## src/rtl/vga_sync_rx_pkg.sv

```systemverilog
// Shared definitions for the VGA timing receiver: nominal 640x480 @ 800x520
// timing constants, sync polarity, FSM encoding and the debug view struct.
package vga_sync_rx_pkg;

   localparam int unsigned c_pxl_visible   = 640;
   localparam int unsigned c_pxl_2_fporch  = 656;
   localparam int unsigned c_pxl_synch     = 96;
   localparam int unsigned c_pxl_total     = 800;
   localparam int unsigned c_line_visible  = 480;
   localparam int unsigned c_line_2_fporch = 489;
   localparam int unsigned c_line_total    = 520;
   localparam int unsigned c_lock_frames   = 2;
   localparam logic        c_synch_act     = 1'b0;

   // Width counter saturation value.
   localparam logic [9:0]  C_WIDTH_MAX     = 10'd1023;

   typedef enum logic [1:0] {
      S_HUNT   = 2'd0,
      S_CHECK  = 2'd1,
      S_LOCKED = 2'd2
   } state_t;

   // Internal view for checkers: FSM state, lock progress and edge pulses.
   typedef struct packed {
      state_t     state;
      logic [3:0] frame_ok;
      logic       hs_lead;
      logic       hs_trail;
      logic       vs_lead;
      logic       vs_trail;
   } dbg_t;

   // Increment with wrap to zero after i_last.
   function automatic logic [9:0] f_wrap_inc(input logic [9:0] i_val,
                                             input logic [9:0] i_last);
      return (i_val == i_last) ? 10'd0 : i_val + 10'd1;
   endfunction

endpackage

```

## src/rtl/vga_sync_rx_if.sv

```systemverilog
// Bus between a sync source (master) and the timing receiver (slave).
// pxl_en is a qualifier, not a handshake: the receiver samples hsync/vsync
// on every clk edge where pxl_en=1 and never back-pressures; each output
// set describes the pixel sampled at the previous clk edge, and err and
// new_frame are single-clk pulses.
interface vga_sync_rx_if;
   import vga_sync_rx_pkg::*;

   logic       pxl_en;
   logic       hsync_in;
   logic       vsync_in;
   logic [9:0] col;
   logic [9:0] row;
   logic       visible;
   logic       locked;
   logic       new_frame;
   logic       err;
   dbg_t       dbg;

   modport master (
      output pxl_en, hsync_in, vsync_in,
      input  col, row, visible, locked, new_frame, err, dbg
   );

   modport slave (
      input  pxl_en, hsync_in, vsync_in,
      output col, row, visible, locked, new_frame, err, dbg
   );

endinterface

```

## src/rtl/vga_sync_rx_edge.sv

```systemverilog
// Sync edge detector: keeps the previously sampled level, flags leading and
// trailing edges of the active level, and optionally measures the active
// width and flags a trailing edge whose width differs from the required one.
module vga_sync_edge
   import vga_sync_rx_pkg::*;
#(
   parameter bit          P_WIDTH_EN  = 1'b0,
   parameter int unsigned P_WIDTH_REQ = 0
) (
   input  logic clk,
   input  logic rst,
   input  logic i_en,
   input  logic i_sync,
   output logic o_lead,
   output logic o_trail,
   output logic o_width_bad
);

   localparam logic [9:0] L_WIDTH_REQ = 10'(P_WIDTH_REQ);

   logic       r_d;
   logic       w_act_now;
   logic       w_act_prev;
   logic [9:0] w_width;

   assign w_act_now  = (i_sync == c_synch_act);
   assign w_act_prev = (r_d == c_synch_act);
   assign o_lead     = i_en & w_act_now & ~w_act_prev;
   assign o_trail    = i_en & ~w_act_now & w_act_prev;

   // Previous sampled level; starts inactive so a sync held active through
   // reset shows up as a leading edge.
   always_ff @(posedge clk or posedge rst) begin
      if (rst)       r_d <= ~c_synch_act;
      else if (i_en) r_d <= i_sync;
   end

   generate
      if (P_WIDTH_EN) begin : g_width
         logic [9:0] r_width;

         // Active-width counter: the leading-edge strobe is the first active
         // pixel, so it restarts at 1; saturates instead of wrapping.
         always_ff @(posedge clk or posedge rst) begin
            if (rst) begin
               r_width <= '0;
            end else if (i_en && w_act_now) begin
               if (!w_act_prev)                r_width <= 10'd1;
               else if (r_width != C_WIDTH_MAX) r_width <= r_width + 10'd1;
            end
         end

         assign w_width = r_width;
      end else begin : g_no_width
         assign w_width = '0;
      end
   endgenerate

   assign o_width_bad = P_WIDTH_EN & o_trail & (w_width != L_WIDTH_REQ);

endmodule

```

## src/rtl/vga_sync_rx.sv

```systemverilog
// VGA timing receiver: recovers col/row from hsync/vsync sampled on the
// pixel strobe, checks edge positions and hsync width against the nominal
// timing, and reports lock after enough clean frames.
module vga_sync_rx
   import vga_sync_rx_pkg::*;
#(
   parameter int unsigned P_PXL_VISIBLE   = c_pxl_visible,
   parameter int unsigned P_PXL_2_FPORCH  = c_pxl_2_fporch,
   parameter int unsigned P_PXL_SYNCH     = c_pxl_synch,
   parameter int unsigned P_PXL_TOTAL     = c_pxl_total,
   parameter int unsigned P_LINE_VISIBLE  = c_line_visible,
   parameter int unsigned P_LINE_2_FPORCH = c_line_2_fporch,
   parameter int unsigned P_LINE_TOTAL    = c_line_total,
   parameter int unsigned P_LOCK_FRAMES   = c_lock_frames
) (
   input logic          clk,
   input logic          rst,
   vga_sync_rx_if.slave vga
);

   localparam logic [9:0] L_PXL_LAST  = 10'(P_PXL_TOTAL - 1);
   localparam logic [9:0] L_LINE_LAST = 10'(P_LINE_TOTAL - 1);
   localparam logic [9:0] L_HS_COL    = 10'(P_PXL_2_FPORCH);
   localparam logic [9:0] L_VS_ROW    = 10'(P_LINE_2_FPORCH);
   localparam logic [9:0] L_PXL_VIS   = 10'(P_PXL_VISIBLE);
   localparam logic [9:0] L_LINE_VIS  = 10'(P_LINE_VISIBLE);
   localparam logic [3:0] L_LOCK      = 4'(P_LOCK_FRAMES);

   logic [9:0] r_col, r_row;
   state_t     r_state, w_state_nxt;
   logic [3:0] r_frame_ok, w_frame_ok_nxt;
   logic       r_err, w_err_nxt;
   logic       r_new_frame, w_new_frame_nxt;

   logic       w_hs_lead, w_hs_trail, w_hs_width_bad;
   logic       w_vs_lead, w_vs_trail, w_vs_width_bad;
   logic [9:0] w_col_fr, w_row_fr, w_col_nxt, w_row_nxt;
   logic       w_viol;
   logic       w_locked;

   vga_sync_edge #(
      .P_WIDTH_EN  (1'b1),
      .P_WIDTH_REQ (P_PXL_SYNCH)
   ) u_hs_edge (
      .clk         (clk),
      .rst         (rst),
      .i_en        (vga.pxl_en),
      .i_sync      (vga.hsync_in),
      .o_lead      (w_hs_lead),
      .o_trail     (w_hs_trail),
      .o_width_bad (w_hs_width_bad)
   );

   vga_sync_edge #(
      .P_WIDTH_EN  (1'b0),
      .P_WIDTH_REQ (0)
   ) u_vs_edge (
      .clk         (clk),
      .rst         (rst),
      .i_en        (vga.pxl_en),
      .i_sync      (vga.vsync_in),
      .o_lead      (w_vs_lead),
      .o_trail     (w_vs_trail),
      .o_width_bad (w_vs_width_bad)
   );

   // Free-run position: row only steps when the column wraps.
   assign w_col_fr = f_wrap_inc(r_col, L_PXL_LAST);
   assign w_row_fr = (r_col == L_PXL_LAST) ? f_wrap_inc(r_row, L_LINE_LAST) : r_row;

   // Sync leading edges re-anchor the position and win over the free-run value.
   assign w_col_nxt = w_hs_lead ? L_HS_COL : w_col_fr;
   assign w_row_nxt = w_vs_lead ? L_VS_ROW : w_row_fr;

   // A violation is an edge landing somewhere the free-run count did not predict,
   // or an hsync pulse of the wrong width.
   assign w_viol = (w_hs_lead && (w_col_fr != L_HS_COL)) ||
                   (w_vs_lead && (w_row_fr != L_VS_ROW)) ||
                   w_hs_width_bad || w_vs_width_bad;

   // Lock FSM next state, frame counter and pulse outputs.
   always_comb begin
      w_state_nxt    = r_state;
      w_frame_ok_nxt = r_frame_ok;
      w_err_nxt      = 1'b0;
      if (vga.pxl_en) begin
         case (r_state)
            S_HUNT: begin
               if (w_vs_lead) begin
                  w_state_nxt    = S_CHECK;
                  w_frame_ok_nxt = '0;
               end
            end
            S_CHECK: begin
               if (w_viol) begin
                  w_state_nxt = S_HUNT;
                  w_err_nxt   = 1'b1;
               end else if (w_vs_lead) begin
                  w_frame_ok_nxt = r_frame_ok + 4'd1;
                  if (w_frame_ok_nxt == L_LOCK) w_state_nxt = S_LOCKED;
               end
            end
            S_LOCKED: begin
               if (w_viol) begin
                  w_state_nxt = S_HUNT;
                  w_err_nxt   = 1'b1;
               end
            end
            default: w_state_nxt = S_HUNT;
         endcase
      end
      w_new_frame_nxt = vga.pxl_en && (w_state_nxt == S_LOCKED) &&
                        (w_col_nxt == '0) && (w_row_nxt == '0);
   end

   // FSM state and clean-frame counter.
   always_ff @(posedge clk or posedge rst) begin
      if (rst) begin
         r_state    <= S_HUNT;
         r_frame_ok <= '0;
      end else begin
         r_state    <= w_state_nxt;
         r_frame_ok <= w_frame_ok_nxt;
      end
   end

   // Recovered position, advanced only on the pixel strobe.
   always_ff @(posedge clk or posedge rst) begin
      if (rst) begin
         r_col <= '0;
         r_row <= '0;
      end else if (vga.pxl_en) begin
         r_col <= w_col_nxt;
         r_row <= w_row_nxt;
      end
   end

   // Single-clk pulses; the next-state terms are zero without a strobe.
   always_ff @(posedge clk or posedge rst) begin
      if (rst) begin
         r_err       <= 1'b0;
         r_new_frame <= 1'b0;
      end else begin
         r_err       <= w_err_nxt;
         r_new_frame <= w_new_frame_nxt;
      end
   end

   assign w_locked      = (r_state == S_LOCKED);
   assign vga.col       = r_col;
   assign vga.row       = r_row;
   assign vga.locked    = w_locked;
   assign vga.visible   = w_locked && (r_col < L_PXL_VIS) && (r_row < L_LINE_VIS);
   assign vga.err       = r_err;
   assign vga.new_frame = r_new_frame;
   assign vga.dbg       = '{state:    r_state,
                            frame_ok: r_frame_ok,
                            hs_lead:  w_hs_lead,
                            hs_trail: w_hs_trail,
                            vs_lead:  w_vs_lead,
                            vs_trail: w_vs_trail};

endmodule

```

## src/flat_wrapper.sv

```systemverilog
// flat-port wrapper written by rule: the top's interface ports become plain ports
module vga_sync_rx_flat import vga_sync_rx_pkg::*;
#(
   parameter int unsigned P_PXL_VISIBLE   = c_pxl_visible,
   parameter int unsigned P_PXL_2_FPORCH  = c_pxl_2_fporch,
   parameter int unsigned P_PXL_SYNCH     = c_pxl_synch,
   parameter int unsigned P_PXL_TOTAL     = c_pxl_total,
   parameter int unsigned P_LINE_VISIBLE  = c_line_visible,
   parameter int unsigned P_LINE_2_FPORCH = c_line_2_fporch,
   parameter int unsigned P_LINE_TOTAL    = c_line_total,
   parameter int unsigned P_LOCK_FRAMES   = c_lock_frames
)
  (clk, rst, vga_pxl_en, vga_hsync_in, vga_vsync_in, vga_col, vga_row, vga_visible, vga_locked, vga_new_frame, vga_err, vga_dbg);
  vga_sync_rx_if vga_i ();
  input logic clk;
  input logic rst;
  input wire logic [$bits(vga_i.pxl_en)-1:0] vga_pxl_en;
  input wire logic [$bits(vga_i.hsync_in)-1:0] vga_hsync_in;
  input wire logic [$bits(vga_i.vsync_in)-1:0] vga_vsync_in;
  output wire logic [$bits(vga_i.col)-1:0] vga_col;
  output wire logic [$bits(vga_i.row)-1:0] vga_row;
  output wire logic [$bits(vga_i.visible)-1:0] vga_visible;
  output wire logic [$bits(vga_i.locked)-1:0] vga_locked;
  output wire logic [$bits(vga_i.new_frame)-1:0] vga_new_frame;
  output wire logic [$bits(vga_i.err)-1:0] vga_err;
  output wire logic [$bits(vga_i.dbg)-1:0] vga_dbg;
  assign vga_i.pxl_en = vga_pxl_en;
  assign vga_i.hsync_in = vga_hsync_in;
  assign vga_i.vsync_in = vga_vsync_in;
  assign vga_col = vga_i.col;
  assign vga_row = vga_i.row;
  assign vga_visible = vga_i.visible;
  assign vga_locked = vga_i.locked;
  assign vga_new_frame = vga_i.new_frame;
  assign vga_err = vga_i.err;
  assign vga_dbg = vga_i.dbg;
  vga_sync_rx #(.P_PXL_VISIBLE(P_PXL_VISIBLE), .P_PXL_2_FPORCH(P_PXL_2_FPORCH), .P_PXL_SYNCH(P_PXL_SYNCH), .P_PXL_TOTAL(P_PXL_TOTAL), .P_LINE_VISIBLE(P_LINE_VISIBLE), .P_LINE_2_FPORCH(P_LINE_2_FPORCH), .P_LINE_TOTAL(P_LINE_TOTAL), .P_LOCK_FRAMES(P_LOCK_FRAMES)) u_core (.clk(clk), .rst(rst), .vga(vga_i));
endmodule
```

## config.mk

```make
export PLATFORM = sky130hd
export DESIGN_NAME = vga_sync_rx_flat
export DESIGN_NICKNAME = d
export VERILOG_FILES = /design/src/rtl/vga_sync_rx_pkg.sv /design/src/rtl/vga_sync_rx_if.sv /design/src/rtl/vga_sync_rx_edge.sv /design/src/rtl/vga_sync_rx.sv /design/src/flat_wrapper.sv
export SDC_FILE = /design/constraint.sdc
export NUM_CORES = 1
export LEC_CHECK = 0
export BUFFER_PORTS_ARGS = -buffer_cell sky130_fd_sc_hd__buf_2
export CORE_UTILIZATION = 60
export CTS_BUF_LIST = sky130_fd_sc_hd__clkbuf_2
export DETAILED_ROUTE_END_ITERATION = 10
export PLACE_DENSITY_LB_ADDON = 0.08
export SLEW_MARGIN = 20
export SYNTH_ARGS = -nofsm -noshare
export SYNTH_HDL_FRONTEND = slang
export SYNTH_SLANG_ARGS = --single-unit
```

## constraint.sdc

```tcl
create_clock -name clk -period 3.4 [get_ports clk]
set_input_delay 0.34 -clock clk [delete_from_list [all_inputs] [get_ports clk]]
set_output_delay 0.34 -clock clk [all_outputs]
set_load 0.005 [all_outputs]
```

Word level (Yosys, flattened, before mapping). Index checks and enable logic that the tools add are counted. W data, S select, Z words.

Add/subtract/negate cells: 4. Magnitude comparators: 2. Eq/ne operators: 13. Multiplexer cells: 21. Bitwise logic cells: 13. Reduce and logical (&&, ||, !) cells: 18.

Operators with widths (count): $mux W10 (7); $add A10 B1 Y10 const B (3); $eq A10 B10 Y1 const B (2); $logic_not A10 Y1 (2); $ne A10 B10 Y1 const B (2); $mux W2 (6); $mux W4 (3); $lt A10 B10 Y1 const B (1); $lt A10 B9 Y1 const B (1); $ne A10 B7 Y1 const B (1); $ne A10 B9 Y1 const B (1); $and A1 B1 Y1 (9); $logic_and A1 B1 Y1 (8); $pmux W4 S2 (1); $pmux W2 S3 (1); $reduce_and A5 Y1 (1); $add A4 B1 Y4 const B (1); $eq A2 B2 Y1 const B (2); $eq A4 B2 Y1 const B (1); $ne A2 B1 Y1 const B (2); $not A1 Y1 (4); $reduce_bool A2 Y1 (2); $mux W1 (3); $eq A2 B1 Y1 const B (1); other kinds (5) (6).

Register bits: 40. Logic and storage cells: 80.

Longest topological paths before layout. Gate-level depths: netlist (run 1).

Depth in word-level cells: 14. Mapped depth: 10. Depth with buffers taken out: 8.

By module. A second synthesis (run 1) with hierarchy kept.

Cells, all modules: 350. Area, all modules: 3050.4 um^2.

By module, submodules not included: vga_sync_rx (instances 1, cells each 269, area an instance 2257.2 um^2); vga_sync_edge at u_core.u_hs_edge (instances 1, cells each 74, area an instance 716.9 um^2); vga_sync_edge at u_core.u_vs_edge (instances 1, cells each 7, area an instance 76.3 um^2).

Worst setup path after synthesis (run 1). No wires, ideal clock.

Path type: reg-to-reg. Start: reg u_core.r_col[0] (netlist: u_core.vga.col[0]). End: reg u_core.r_frame_ok[3]. Library setup time: 0.127 ns. Data arrival time: 2.490 ns. Data required time: 3.273 ns. Setup slack: 0.782 ns. Stages on the path, launching flop included: 10. Clock period less this slack: 2.618 ns. Cell sequence: dfrtp_1 -> ha_1 -> and4_2 -> clkbuf_1 -> or4_1 -> nand3_1 -> a31oi_4 -> nor4_4 -> and2_4 -> o211ai_2.

Cells in the longest elaborated chain, start to end: 8. Elaborated cells between the ends (all ways): 12. Classes of those cells: add/sub: 1; eq/ne: 4; mux: 2; reduce/logical: 5.

Ends and longest elaborated chain: from (decl) (line vga_sync_rx.sv:29) `logic [9:0] r_col, r_row;`; from (signal assigned) (line vga_sync_rx.sv:133) `r_col <= w_col_nxt;`; $add A10 B1 Y10 or $eq A10 B10 Y1 (tied branches) (line vga_sync_rx_pkg.sv:37, vga_sync_rx.sv:69); $mux W10 (on tied branches) (line vga_sync_rx_pkg.sv:37, vga_sync_rx.sv:69); $ne A10 B10 Y1 or $ne A10 B9 Y1 (tied branches) (line vga_sync_rx.sv:77, vga_sync_rx.sv:78); $logic_and A1 B1 Y1 (on tied branches) (line vga_sync_rx.sv:77, vga_sync_rx.sv:78); $logic_or A1 B1 Y1 * (line vga_sync_rx.sv:77) `assign w_viol = (w_hs_lead && (w_col_fr != L_HS_COL)) ||`; $logic_or A1 B1 Y1 * (line vga_sync_rx.sv:78) `(w_vs_lead && (w_row_fr != L_VS_ROW)) ||`; $ne A2 B2 Y1 (no line) *; $reduce_and A5 Y1 (no line) *; to (signal assigned) (line vga_sync_rx.sv:123) `r_frame_ok <= w_frame_ok_nxt;`; to (decl) (line vga_sync_rx.sv:31) `logic [3:0] r_frame_ok, w_frame_ok_nxt;`.

Mark *: on every way between the ends. The rest lies on a longest branch, timed or not. A chain may end at the register's enable or synchronous reset.

Worst setup path after layout (run 1). Ends and elaborated chain as after synthesis.

==> results of run 1 <==
[worst max-delay path: stages (launching register included)]
cell and delay, ns:
dfrtp_1 0.49, ha_1 0.37, nand4_4 0.19, or3_1 0.64
o31ai_1 0.32, o2bb2ai_1 0.16, nor4_4 0.43, and2_4 0.24
o211ai_2 0.08
[cell usage after synthesis (3+ instances only)]
cell | count | area [um^2]
o31ai_1 | 7 | 52.55
o31a_1 | 3 | 26.28
clkbuf_1 | 8 | 30.03
xor2_1 | 5 | 43.79
a31oi_1 | 5 | 31.28
o21ai_1 | 3 | 15.01
or3_1 | 6 | 37.54
ha_1 | 10 | 125.1
buf_2 | 4 | 20.02
dfrtp_1 | 38 | 950.9
nand2_1 | 43 | 161.4
a22o_1 | 3 | 26.28
and3_1 | 4 | 25.02
a21oi_1 | 23 | 115.1
xnor2_1 | 6 | 52.55
nor3_1 | 10 | 50.05
inv_1 | 14 | 52.55
o21ai_0 | 29 | 145.1
buf_4 | 9 | 67.56
nand3b_1 | 7 | 52.55
nor2_1 | 25 | 93.84
o211ai_1 | 3 | 22.52
mux2i_1 | 3 | 30.03
nand3_1 | 20 | 100.1
nand4_1 | 5 | 31.28
or4_1 | 5 | 37.54
nor3b_1 | 4 | 30.03
mux2_2 | 3 | 33.78
[worst min path at each step]
| stage | to | slack [ns] | startpoint |
|---|---|---|---|
| 3_5_place_dp | u_core.u_hs_edge.g_width.r_width[5] | 0.50 | rst |
| 2_1_floorplan | u_core.u_hs_edge.r_d | 0.49 | vga_hsync_in |
| 6_report | u_core.vga.col[1] | -0.01 | rst |
| 5_1_grt | u_core.u_hs_edge.g_width.r_width[6] | 0.004 | rst |
| 3_3_place_gp | u_core.vga.col[1] | 0.49 | rst |
| 4_1_cts | u_core.vga.col[1] | 0.003 | rst |
[metrics by stage]
| step | hold slack [ns] | setup WS [ns] | utilization (%) | power (W) |
|---|---|---|---|---|
| after floorplan | 0.4922 | 0.7823 | - | 0.001118 |
| after global placement | 0.4864 | 0.5218 | 66.67 | 0.001261 |
| after detailed placement | 0.5008 | 0.4482 | 66.67 | 0.001277 |
| after CTS | 0.003352 | 0.4152 | 67.69 | 0.001501 |
| after global routing | 0.003864 | 0.1728 | 67.69 | 0.001613 |
| final | -0.01259 | 0.3933 | 67.69 | 0.001503 |
[routing by layer]
layer	wire length [um]	track usage (%)
met3	335	4.972
met2	3336	46.73
met4	96	8.279
met5	0	0
met1	3296	40.74
[registers in the layout (all words and copies together), names as in the netlist]
signal and count:
u_core.vga.col 10, u_core.r_frame_ok 4, u_core.vga.row 10, u_core.u_hs_edge.g_width.r_width 10, u_core.u_vs_edge.r_d 1, u_core.u_hs_edge.r_d 1
u_core.vga.err 1, u_core.r_state 2, u_core.vga.new_frame 1
[cell families after synthesis]
logic type,Yosys count
AND/OR/NAND/NOR,155
AO/OA/AOI/OAI,96
buffers and inverters,40
flip-flops,40
XOR/XNOR,11
adder cells (fa/ha/maj),10
multiplexers,6
[report_power, final]
part | internal (W) | switching, W | total (W)
registers | 0.000558 | 0.000158 | 0.000717
logic | 0.000254 | 0.000303 | 0.000557
clock network | 0.0000512 | 0.000178 | 0.000229
total | 0.000864 | 0.000639 | 0.00150
[area by class of cell]
type | count | share of cell area [%]
multi-input cells | 278 | 56.04
flip-flops and latches | 40 | 30.98
repair buffers | 44 | 7.261
well taps | 67 | 2.588
inverters | 14 | 1.622
clock buffers | 5 | 0.7725
clock inverters | 3 | 0.7339
==> results.py, run 1 <==
metrics = {
    "place": {
        "placed_area_um2": 3191,
        "dp.cells": 443,
        "port_buffers": 38,
        "gp_congestion": 0.8990,
        "dp_hpwl_um": 4981,
    },
    "synthesis": {
        "postSynth.asyncResetShare_pct": 100.0,
        "muxShareOfSynthArea_pct": 2.114,
        "synth-simple-area-share_pct": 29.44,
        "synthesis.nets": 373,
        "ys_warn_count": 0,
        "ys_seq_elements": 40,
        "synth_area_um2": 3018,
        "synth_edf_count": 0,
        "synthFlopType": "dfrtp_1",
        "seq_area_frac_synth_pct": 33.25,
        "synth.distinct_cells": 66,
        "synthAdderAreaFrac_pct": 4.146,
        "synth_compound_gate_area_share_pct": 21.27,
        "synth_top_family_by_area": "simple AND/OR/NAND/NOR gates",
        "synthCells": 358,
        "syn_area_per_cell_um2": 8.430,
        "synth_xor_area_share_pct": 3.192,
    },
    "global_route": {
        "grt_pass1_wl_um": 12030,
        "grt_usage_pct": 29.20,
        "grt_pass1_vias": 2536,
        "grt_overflow": 0,
        "antenna_found_initial": 0,
        "grt_max_degree": 41,
    },
    "final_layout": {
        "multi_input_comb_area_um2": 1815,
        "area_delta_synth_final_pct": 7.338,
        "mostFrequentLayoutCell": "nand2_1",
        "num_antenna_cells": 0,
        "fill_cells": 415,
        "fin_nets": 398,
        "final_cell_mix": "43 x nand2_1, 38 x buf_2, 38 x dfrtp_1",
        "seqCellArea_um2": 1003,
        "fin_cells": 451,
        "drive_gt1_share_pct": 19.27,
        "design_area_um2": 3239,
    },
    "route": {
        "dr_total_vias": 2769,
        "ant_nets": 0,
        "drt_iter0_markers": 317,
        "routed_wl_um": 7066,
        "wl_per_cell_um": 15.67,
        "drtPass1Iterations": 4,
        "drcViolationCount": 0,
        "via_per_inst": 6.140,
    },
    "pwr": {
        "ir_worst_vdd_mv": 0.2779,
        "p_leak_nw": 1.349,
        "p_per_area_nw_per_um2": 464.1,
    },
    "floorplanning": {
        "rows": 25,
        "die_x_um": 72.92,
        "core_area_um2": 4786,
        "die-height_um": 72.92,
        "io_pins": 39,
        "initial_core_util_pct": 63.06,
        "dieArea_um2": 5317,
    },
    "setup_path": {
        "cp-startpoint": "u_core.vga.col[0]",
        "cp-endpoint": "u_core.r_frame_ok[3]",
        "cp-start-kind": "flip-flop",
        "crit_path_max_fanout": 16,
        "r2r_setup_slack_ns": 0.39,
        "r2r_end": "u_core.r_frame_ok[3]",
        "rr_startpoint": "u_core.vga.col[0]",
        "rr_worst_depth": 8,
        "cp-end-kind": "flip-flop",
        "crit_required_ns": 3.74,
        "arrival_ns": 3.35,
        "critPathKind": "reg -> reg",
    },
    "sta": {
        "finalHoldViolCount": 15,
        "slew-limit-headroom_pct": 44.56,
        "fin_crit_sh_pct": 88.43,
        "drv_slew": 0,
        "hold_ws_ns": -0.01259,
        "finalCriticalPeriod_ns": 3.007,
        "fin_setup_tns_ns": 0,
        "skew_ns": 0.006308,
        "setup_viol": 0,
        "worst_pin_slew_ns": 0.8212,
        "clock.fmax_mhz": 332.6,
        "rsz0062_at_grt": "false",
    },
    "clocking": {
        "cts_tree": "done",
        "ctsRootBufferMaster": "clkbuf_2",
        "cts_hold_buffers": 0,
        "cts_resized": 0,
        "clk_latency_ns": 0.42,
        "h-tree-depth": 2,
        "cts_sinks": 40,
        "path_clk_slew_ns": 0.23,
        "cts_buffers": 5,
        "cts_setup_buffers": 0,
        "clk_path_buf_depth": 2,
    },
    "min_path": {
        "hp-class": "in -> async",
    },
    "run_status": {
        "outcome": "finished with violations",
        "violations": "negative hold slack",
    },
    "job": {
        "cap_viol_max_count": 0,
    },
}
No activity file was read; power rests on OpenSTA's default activity.
==> run 2, diff against run 1 <==
--- a/config.mk
+++ b/config.mk
@@ -5,6 +5,7 @@
 export SDC_FILE = /design/constraint.sdc
 export NUM_CORES = 1
 export LEC_CHECK = 0
+export ABC_AREA = 1
 export BUFFER_PORTS_ARGS = -buffer_cell sky130_fd_sc_hd__buf_2
 export CORE_UTILIZATION = 60
 export CTS_BUF_LIST = sky130_fd_sc_hd__clkbuf_2
==> run 2 against run 1 <==
Against the previous run:
- the run ends with design-rule violations left
- maximum frequency increased by 19%
- sequential power decreased by 12%
- highest routed layer unchanged
- total power decreased by 5.7%
- register-to-register slack improved by 0.48 ns
- wire length decreased by 4.5%
- first-iteration DRC count decreased by 23%
- critical path type unchanged
- die area decreased by 6.5%
- final cell count increased by 8.9%
- core utilization increased by 1.9 points
- area after synthesis decreased by 6.7%
- global-route usage decreased by 0.44 points
==> results.py, run 2 <==
metrics = {
    "run_status": {
        "outcome": "finished with violations",
        "violations": "design-rule violations",
    },
    "clocking": {
        "ctsRootBufferMaster": "clkbuf_2",
        "clk_path_buf_depth": 2,
        "clk_latency_ns": 0.46,
        "cts_tree": "done",
        "cts_sinks": 40,
        "path_clk_slew_ns": 0.28,
        "cts_buffers": 5,
        "cts_hold_buffers": 1,
        "cts_resized": 0,
        "cts_setup_buffers": 0,
        "h-tree-depth": 2,
    },
    "global_route": {
        "use_met1_pct": 39.20,
        "antenna_found_initial": 0,
        "grt_overflow": 0,
        "met2_usage_pct": 47.68,
        "grt_max_degree": 41,
        "met3_usage_pct": 4.473,
        "grt_pass1_vias": 2533,
        "grt_pass1_wl_um": 11390,
        "grt_usage_pct": 28.76,
        "top_usage_layer": "met2",
    },
    "synthesis": {
        "synthTopCellsByArea": "dfrtp_1 34%, nand2_1 11%, inv_1 8.1%",
        "synthesis.nets": 417,
        "synth.distinct_cells": 45,
        "synthCells": 402,
        "synth_edf_count": 0,
        "synth_area_leader_cell": "dfrtp_1",
        "synthFlopType": "dfrtp_1",
        "ys_warn_count": 0,
        "seq_area_frac_synth_pct": 35.63,
        "ys_seq_elements": 40,
        "syn_area_per_cell_um2": 7.006,
        "synth.most_common_cell": "nand2_1",
        "synth_top_area_share_pct": 33.76,
        "postSynth.asyncResetShare_pct": 100.0,
        "ys_top_cells_by_count": "85 x nand2_1, 61 x inv_1, 53 x nor2_1",
        "synth_area_um2": 2816,
    },
    "floorplanning": {
        "rows": 24,
        "die-height_um": 70.52,
        "die_x_um": 70.52,
        "io_pins": 39,
        "initial_core_util_pct": 63.37,
        "core_area_um2": 4444,
        "dieArea_um2": 4972,
    },
    "route": {
        "drt_iter0_markers": 243,
        "wl_per_cell_um": 13.74,
        "drtPass1Iterations": 8,
        "ant_nets": 0,
        "routed_wl_um": 6745,
        "dr_total_vias": 2788,
        "via_per_inst": 5.678,
        "drcViolationCount": 2,
    },
    "setup_path": {
        "crit_buf_inv": 1,
        "crit_path_max_fanout": 16,
        "crit_path_top_delay_cell": "dfrtp_1",
        "cp-end-kind": "flip-flop",
        "critPathMaxStageDelay_ns": 0.47,
        "critPathKind": "reg -> reg",
        "cp_cell_sequence": "ha_1 > nand2_2 > clkinv_2 > nand2_4 > nor2_8 > nor2_1 > a21oi_1 > nand2_1 > nor2_1 > nand3_1 > nand2_2 > nand2_2 > nand2_4 > nand3_4 > nand2_1 > nand2_1",
        "crit_required_ns": 3.74,
        "cp-start-kind": "flip-flop",
        "critPathTopFamily": "simple AND/OR/NAND/NOR gates",
        "arrival_ns": 2.87,
    },
    "place": {
        "pre_cts_ws_ns": 0.9998,
        "gp_congestion": 0.9371,
        "dp_hpwl_um": 4860,
        "port_buffers": 38,
        "dp.cells": 482,
    },
    "pwr": {
        "p_leak_nw": 1.639,
        "p_per_area_nw_per_um2": 458.7,
        "ir_worst_vdd_mv": 0.3097,
    },
    "final_layout": {
        "num_antenna_cells": 0,
        "mostFrequentLayoutCell": "nand2_1",
        "utilization_pct": 69.54,
        "fin_cells": 491,
        "final_cell_mix": "85 x nand2_1, 61 x inv_1, 53 x nor2_1",
        "area_delta_synth_final_pct": 9.729,
        "drive_gt1_share_pct": 15.95,
        "fin_nets": 453,
    },
    "sta": {
        "slew-limit-headroom_pct": 63.91,
        "rsz0062_at_grt": "false",
        "setup_viol": 0,
        "finalHoldViolCount": 0,
        "drv_slew": 0,
        "finalCriticalPeriod_ns": 2.526,
        "fin_crit_sh_pct": 74.29,
        "clock.fmax_mhz": 395.9,
        "hold_ws_ns": 0.1090,
        "fin_setup_tns_ns": 0,
        "skew_ns": 0.04580,
        "worst_pin_slew_ns": 0.5384,
        "layout_setup_ws_ns": 0.8743,
    },
    "job": {
        "cap_viol_max_count": 0,
    },
    "min_path": {
        "hp-class": "in -> reg",
    },
}
run 2: changes by cell type after synthesis, moves of 6 or more:
cell	before	now
nand4_1	5	16
nand3b_1	7	1
nor2_1	25	53
nand2_1	43	85
nand3_1	20	33
a21oi_1	23	17
inv_1	14	61
o21ai_0	29	23
or3_1	6	0
o31ai_1	7	0
nand2_2	0	6
run 2: tightest hold or removal path, cell delays in order:
cell and delay, ns:
buf_2 0.12, nand2_1 0.08, o21ai_0 0.08
run 2: logic make-up after synthesis:
family | after synthesis | share of synthesized area [%]
compound gates | 59 | 12.40
xor+xnor | 3 | 0.9331
fa+ha+maj | 10 | 4.442
buf+inv | 76 | 11.33
flops | 40 | 35.63
simple gates | 214 | 35.27
run 2: layer usage:
metal | routed length (um) | vias up | share of wire [%]
met5 | 0 | - | 0
met4 | 87 | 0 | 1.3
li1 | - | 1371 | -
met3 | 363 | 14 | 5.4
met2 | 3186 | 103 | 47
met1 | 3108 | 1300 | 46
run 2: final timing paths:
| path | start | to | slack (ns) | depth (start not counted) |
|---|---|---|---|---|
| hold reg to reg | u_core.u_hs_edge.g_width.r_width[6] | u_core.u_hs_edge.g_width.r_width[6] | 0.52 | 1 |
| setup reg to reg | u_core.vga.col[0] | u_core.r_frame_ok[0] | 0.87 | 16 |
| max in group asynchronous | rst | u_core.u_hs_edge.r_d | 2.48 | 4 |
| min in group asynchronous | rst | u_core.vga.col[1] | 0.51 | 4 |
| hold / removal | vga_vsync_in | u_core.u_vs_edge.r_d | 0.11 | 3 |
| setup / recovery | u_core.vga.col[0] | u_core.r_frame_ok[0] | 0.87 | 16 |
run 2: power by group:
part / leakage, nW / internal, W / switching [W]
Sequential: 0.499 / 0.000539 / 0.0000920
Combinational: 1.10 / 0.000179 / 0.000296
Clock: 0.0396 / 0.000127 / 0.000185
Total: 1.64 / 0.000844 / 0.000573
run 2: cell type report:
class,instances,area (um^2)
well taps,52,65.06
clock buffers,5,25.02
fillers,390,1354
inverters,64,241.5
repair buffers,41,215.2
multi-input cells,286,1494
clock inverters,3,46.29
flip-flops and latches,40,1003
run 2: per-stage QoR:
step	power [W]	cell area, um^2
2_1_floorplan	0.0009585	2816
3_3_place_gp	0.001101	3009
3_5_place_dp	0.001105	3009
4_1_cts	0.001418	3090
5_1_grt	0.001511	3090
6_report	0.001418	3090
